[src/rtl/multiword_add_pkg.sv]
// Shared types and constants for the multi-word sequential adder.
// Build option: define ADDSUB_EN to add the sub port (A-B support).
package multiword_add_pkg;

  localparam int N_DEF      = 16;
  localparam int CHUNKS_DEF = 4;
  localparam int W          = N_DEF * CHUNKS_DEF;

  typedef enum logic [1:0] {
    IDLE = 2'd0,
    RUN  = 2'd1,
    DONE = 2'd2
  } state_e;

  // Chunk-index width; a single-chunk build still needs one index bit.
  function automatic int idx_width(input int chunks);
    return (chunks <= 1) ? 1 : $clog2(chunks);
  endfunction

endpackage

[src/rtl/adder_chunk.sv]
// Combinational N-bit adder slice with carry-in and carry-out.
module adder_chunk #(
  parameter int N = 16
) (
  input  logic [N-1:0] a_i,
  input  logic [N-1:0] b_i,
  input  logic         cin_i,
  output logic [N-1:0] sum_o,
  output logic         cout_o
);

  assign {cout_o, sum_o} = {1'b0, a_i} + {1'b0, b_i} + {{N{1'b0}}, cin_i};

endmodule

[src/rtl/multiword_add_seq.sv]
// Adds two N*CHUNKS-bit operands one N-bit chunk per cycle, LSB chunk first.
// Build option: ADDSUB_EN adds the sub port (sub=1 computes A-B).
module multiword_add_seq
  import multiword_add_pkg::*;
#(
  parameter int N      = N_DEF,
  parameter int CHUNKS = CHUNKS_DEF
) (
  input  logic                clk,
  input  logic                rst_n,
  input  logic                start,
  input  logic [N*CHUNKS-1:0] op_a,
  input  logic [N*CHUNKS-1:0] op_b,
`ifdef ADDSUB_EN
  input  logic                sub,
`endif
  output logic                busy,
  output logic                done,
  output logic [N*CHUNKS-1:0] sum,
  output logic                carry_out,
  output logic                overflow
);

  localparam int WO = N * CHUNKS;
  localparam int IW = idx_width(CHUNKS);
  localparam logic [IW-1:0] LAST_IDX = IW'(CHUNKS - 1);

  state_e         state_q, state_d;
  logic [WO-1:0]  a_q, a_d;
  logic [WO-1:0]  b_q, b_d;   // holds B already inverted when subtracting
  logic [WO-1:0]  sum_q, sum_d;
  logic [IW-1:0]  idx_q, idx_d;
  logic           carry_q, carry_d;
  logic           cout_q, cout_d;
  logic           ovf_q, ovf_d;

  logic           sub_eff;
  logic [N-1:0]   chunk_sum;
  logic           chunk_cout;

`ifdef ADDSUB_EN
  assign sub_eff = sub;
`else
  assign sub_eff = 1'b0;
`endif

  adder_chunk #(.N(N)) u_adder_chunk (
    .a_i   (a_q[idx_q*N +: N]),
    .b_i   (b_q[idx_q*N +: N]),
    .cin_i (carry_q),
    .sum_o (chunk_sum),
    .cout_o(chunk_cout)
  );

  always_comb begin
    // NOTE: every variable gets a default first so no path can infer a latch.
    state_d = state_q;
    a_d     = a_q;
    b_d     = b_q;
    sum_d   = sum_q;
    idx_d   = idx_q;
    carry_d = carry_q;
    cout_d  = cout_q;
    ovf_d   = ovf_q;
    unique case (state_q)
      IDLE: begin
        if (start) begin
          state_d = RUN;
          a_d     = op_a;
          b_d     = sub_eff ? ~op_b : op_b;
          carry_d = sub_eff;
          idx_d   = '0;
          sum_d   = '0;
          cout_d  = 1'b0;
          ovf_d   = 1'b0;
        end
      end
      RUN: begin
        sum_d[idx_q*N +: N] = chunk_sum;
        carry_d             = chunk_cout;
        idx_d               = idx_q + IW'(1);
        if (idx_q == LAST_IDX) begin
          state_d = DONE;
          idx_d   = '0;
          cout_d  = chunk_cout;
          // Same-sign operands producing an opposite-sign result is overflow.
          ovf_d   = (a_q[WO-1] == b_q[WO-1]) && (chunk_sum[N-1] != a_q[WO-1]);
        end
      end
      DONE:    state_d = IDLE;
      default: state_d = IDLE;
    endcase
  end

  // NOTE: sequential state uses non-blocking assignments so all registers
  // update together from the same pre-edge values.
  always_ff @(posedge clk or negedge rst_n) begin
    if (!rst_n) begin
      state_q <= IDLE;
      a_q     <= '0;
      b_q     <= '0;
      sum_q   <= '0;
      idx_q   <= '0;
      carry_q <= 1'b0;
      cout_q  <= 1'b0;
      ovf_q   <= 1'b0;
    end else begin
      state_q <= state_d;
      a_q     <= a_d;
      b_q     <= b_d;
      sum_q   <= sum_d;
      idx_q   <= idx_d;
      carry_q <= carry_d;
      cout_q  <= cout_d;
      ovf_q   <= ovf_d;
    end
  end

  assign busy      = (state_q != IDLE);
  assign done      = (state_q == DONE);
  assign sum       = sum_q;
  assign carry_out = cout_q;
  assign overflow  = ovf_q;

endmodule

[config.mk]
export PLATFORM = sky130hd
export DESIGN_NAME = multiword_add_seq
export DESIGN_NICKNAME = d
export VERILOG_FILES = /design/src/rtl/multiword_add_pkg.sv /design/src/rtl/adder_chunk.sv /design/src/rtl/multiword_add_seq.sv
export SDC_FILE = /design/constraint.sdc
export NUM_CORES = 1
export LEC_CHECK = 0
export ABC_AREA = 1
export BUFFER_PORTS_ARGS = -buffer_cell sky130_fd_sc_hd__buf_2
export CORE_MARGIN = 5
export CORE_UTILIZATION = 36
export DETAILED_ROUTE_END_ITERATION = 10
export MAX_ROUTING_LAYER = met4
export PLACE_DENSITY = 0.55
export RECOVER_POWER = 100
export SETUP_SLACK_MARGIN = 0.2
export SYNTH_ARGS = -nofsm -noshare
export SYNTH_HDL_FRONTEND = slang
export SYNTH_SLANG_ARGS = --single-unit
[constraint.sdc]
create_clock -name clk -period 3.35 [get_ports clk]
set_input_delay 0.335 -clock clk [delete_from_list [all_inputs] [get_ports clk]]
set_output_delay 0.335 -clock clk [all_outputs]
set_load 0.02 [all_outputs]
==> qor.yml <==
sta:
  worst_slack_ns: 0.3939
  period_needed_ns: 2.956
  slew_viol_final: 170
  grt_setup_unrepaired: "false"
  max_freq_ghz: 0.3383
  worst_slew_pin_slew_ns: 2.110
  finalHoldViolations: 0
  fin_crit_sh: 0.8824
  relSlewSlack: -0.4067
  setup_viol_count_final: 0
  tns_ns: 0
  fin_skew_ns: 0.01016
cts:
  path_clk_slew_ns: 0.08
  cts-root-buf: "clkbuf_16"
  cts_buffer_depth: 2
  cts_inserted_buffers: 17
  cts_sinks: 199
  clk_latency_ns: 0.44
  htreeDepth: 4
  cts_tree: "built"
outcome:
  violations: "max-capacitance violations, max-slew violations"
  status: "finished with violations"
placed_design:
  dp_cells: 1703
  placed_area_um2: 10870
  dp.final_hpwl_um: 20840
  place_congestion: 0.9091
  dp_slack_ns: 0.4043
  portBuffers: 198
critical_path:
  start_kind: "flop"
  crit_type: "flop to flop"
  regToRegSetupSlack_ns: 0.39
  slowest_delay_ns: 0.39
  end_kind: "flop"
  path_cells: "inv_1, buf_12, o21ai_0, o22ai_1, fa_1, inv_1, fa_1, inv_1, nand3_1, nand2_2, nand2_1, nand2_2, nand2_1, nand2_1, nand2_1, nand2_1, nand4_1, nand2_1"
  path_buf_inv: 4
  critical_path_arrival_ns: 3.32
  cp.required_ns: 3.72
  timing.rr.end: "sum[62]"
  cp_top_family: "simple AND/OR/NAND/NOR gates"
  cp_max_fo: 23
  ff2ff_path_depth: 18
  timing.rr.start: "idx_q[1]"
  timing.critical_path.mode_cell: "nand2_1"
  cp_slowest_cell: "fa_1"
route:
  dr_total_vias: 8438
  viasPerCell: 4.861
  dr.pass1.iters: 5
  antenna_left: 0
  remaining_drc_errors: 0
  wl_um: 29080
  first_iter_violations: 550
  post_drt_wl_per_cell_um: 16.75
synth:
  synth_area_leaders: "dfrtp_1, nand2_1, o21ai_0, nor2_1, ha_1"
  syn_nets: 1369
  syn_inst: 1217
  yosysTopAreaCell: "dfrtp_1"
  synth_top_area_frac: 0.5202
  yosysWarnings: 0
  syn_avg_cell_area_um2: 7.866
  synth_cell_type_count: 36
  ys_ff_latch: 199
  syn_area_um2: 9573
  ys_seq_area_frac: 0.5202
floorplanning:
  io_pins: 199
  fp.dieW_um: 173.1
  num_rows: 59
  dieHeight_um: 173.1
  core_area_um2: 26130
  dieArea_um2: 29950
  initial_utilization: 0.3663
flow_run:
  max_cap_violations: 2
worst_hold_path:
  hold_depth: 3
  min_to: "b_q[36]"
  min_path_type: "primary input to flop"
  hp-start: "op_b[36]"
layout:
  drive_gt1_frac: 0.1463
  final_area_um2: 11340
  nNetsFinal: 1540
  area_delta_synth_final_pct: 18.44
  antenna_cells: 0
  fin_cells: 1736
power_and_ir_drop:
  total_power_w: 0.01429
  irDropWorstVdd_v: 0.0004630
  p_per_area_nw_per_um2: 1260
  leakagePower_nw: 6.094
global_route:
  grt_pass1_vias: 8411
  antenna_found_initial: 0
  grt_pass1_wl_um: 46550
  grt_overflow: 0
  grt_start_max_net_pins: 102
  track_usage: 0.1985
[worst min-delay path: stages]
cell	delay [ns]
buf_2	0.07
nand2_1	0.04
nand2_1	0.04
[kinds of logic (layout without fill, tap and decap cells)]
kind of cell	Yosys count	count (layout)	share of synthesized area
flops	199	199	0.5202
simple gates	734	734	0.3090
compound gates	138	138	0.08104
xor+xnor	7	7	0.006405
fa+ha+maj	21	21	0.02902
buf+inv	118	302	0.05437
[worst max path at each step]
stage | start | to | cells after the start
2_1_floorplan | idx_q[0] | sum[30] | 20
3_3_place_gp | idx_q[1] | sum[30] | 18
3_5_place_dp | idx_q[1] | sum[62] | 18
4_1_cts | idx_q[1] | sum[62] | 18
5_1_grt | idx_q[1] | sum[46] | 18
6_report | idx_q[1] | sum[62] | 18
[sequential cells by signal, summed over array words and instances (netlist names)]
name       flops
carry_q        1
overflow       1
state_q        2
a_q           64
idx_q          2
sum           64
b_q           64
carry_out      1
[stage by stage]
stage | util | hold WS (ns)
6_report | 0.4339 | 0.08894
5_1_grt | 0.4339 | 0.07587
4_1_cts | 0.4399 | 0.07333
3_5_place_dp | 0.4159 | 0.4020
3_3_place_gp | 0.4159 | 0.3962
2_1_floorplan | - | 0.03941
[cell usage after synthesis]
| library cell | count |
|---|---|
| inv_2 | 7 |
| buf_1 | 3 |
| nor3_2 | 2 |
| nand2_4 | 1 |
| o21ai_2 | 2 |
| ha_1 | 19 |
| inv_1 | 49 |
| nand2_1 | 576 |
| nand2_2 | 14 |
| o22ai_1 | 30 |
| a21oi_2 | 1 |
| inv_4 | 1 |
| buf_2 | 27 |
| buf_4 | 9 |
| clkbuf_1 | 21 |
| a32o_1 | 4 |
| xnor2_1 | 6 |
| o21bai_1 | 1 |
| dfrtp_1 | 199 |
| a22o_1 | 1 |
| a32oi_1 | 2 |
| nor2_1 | 76 |
| nor3_4 | 2 |
| xor2_1 | 1 |
| nor3_1 | 2 |
| o21ai_1 | 13 |
| buf_6 | 1 |
| nand4_1 | 16 |
| fa_1 | 2 |
| nand3_1 | 38 |
| o31ai_1 | 1 |
| nor2_4 | 3 |
| o21ai_0 | 70 |
| nor2_2 | 3 |
| nand2b_1 | 1 |
| a21oi_1 | 13 |
[routing by layer]
metal | vias up | GRT usage | wire length [µm]
met3 | 18 | 0.03646 | 1327
met5 | - | - | 0
met1 | 4001 | 0.2743 | 14000
li1 | 4200 | - | -
met2 | 219 | 0.3091 | 13340
met4 | 0 | 0.04090 | 414
[cells in the final DEF (no fill, tap or decap), drive strengths merged]
cell type / instances
nor2: 82
fa: 2
o22ai: 30
ha: 19
a21oi: 14
xnor2: 6
nand2: 591
a32oi: 2
clkbuf: 90
clkinvlp: 1
inv: 64
buf: 140
dlygate4sd3: 1
o21ai: 85
nand3: 38
nand2b: 1
bufinv: 3
o21bai: 1
xor2: 1
nor3: 6
dfrtp: 199
a32o: 4
clkinv: 3
a22o: 1
nand4: 16
o31ai: 1
[report_power, final]
part	internal (W)	switching [W]
Sequential	0.00344	0.000610
Combinational	0.00244	0.00561
Clock	0.00120	0.000986
Total	0.00708	0.00720
[timing repair]
| action | CTS | global route |
|---|---|---|
| hold buffers | 1 | 0 |
| hold endpoints to repair | 66 | 0 |
| buffers inserted | 0 | 0 |
| endpoints found under the setup margin | 0 | 5 |
| resized for setup | 0 | 3 |
[cell type report]
cell class                      instances  area [µm²]
Fill cell                            2805       14790
Sequential cell                       199        4984
Clock inverter                         14       186.4
Multi-Input combinational cell        900        4046
Clock buffer                           18       429.2
Inverter                               57       216.5
Tap cell                              335       419.2
Timing Repair Buffer                  213        1057
(Power assumes the default switching activity.)
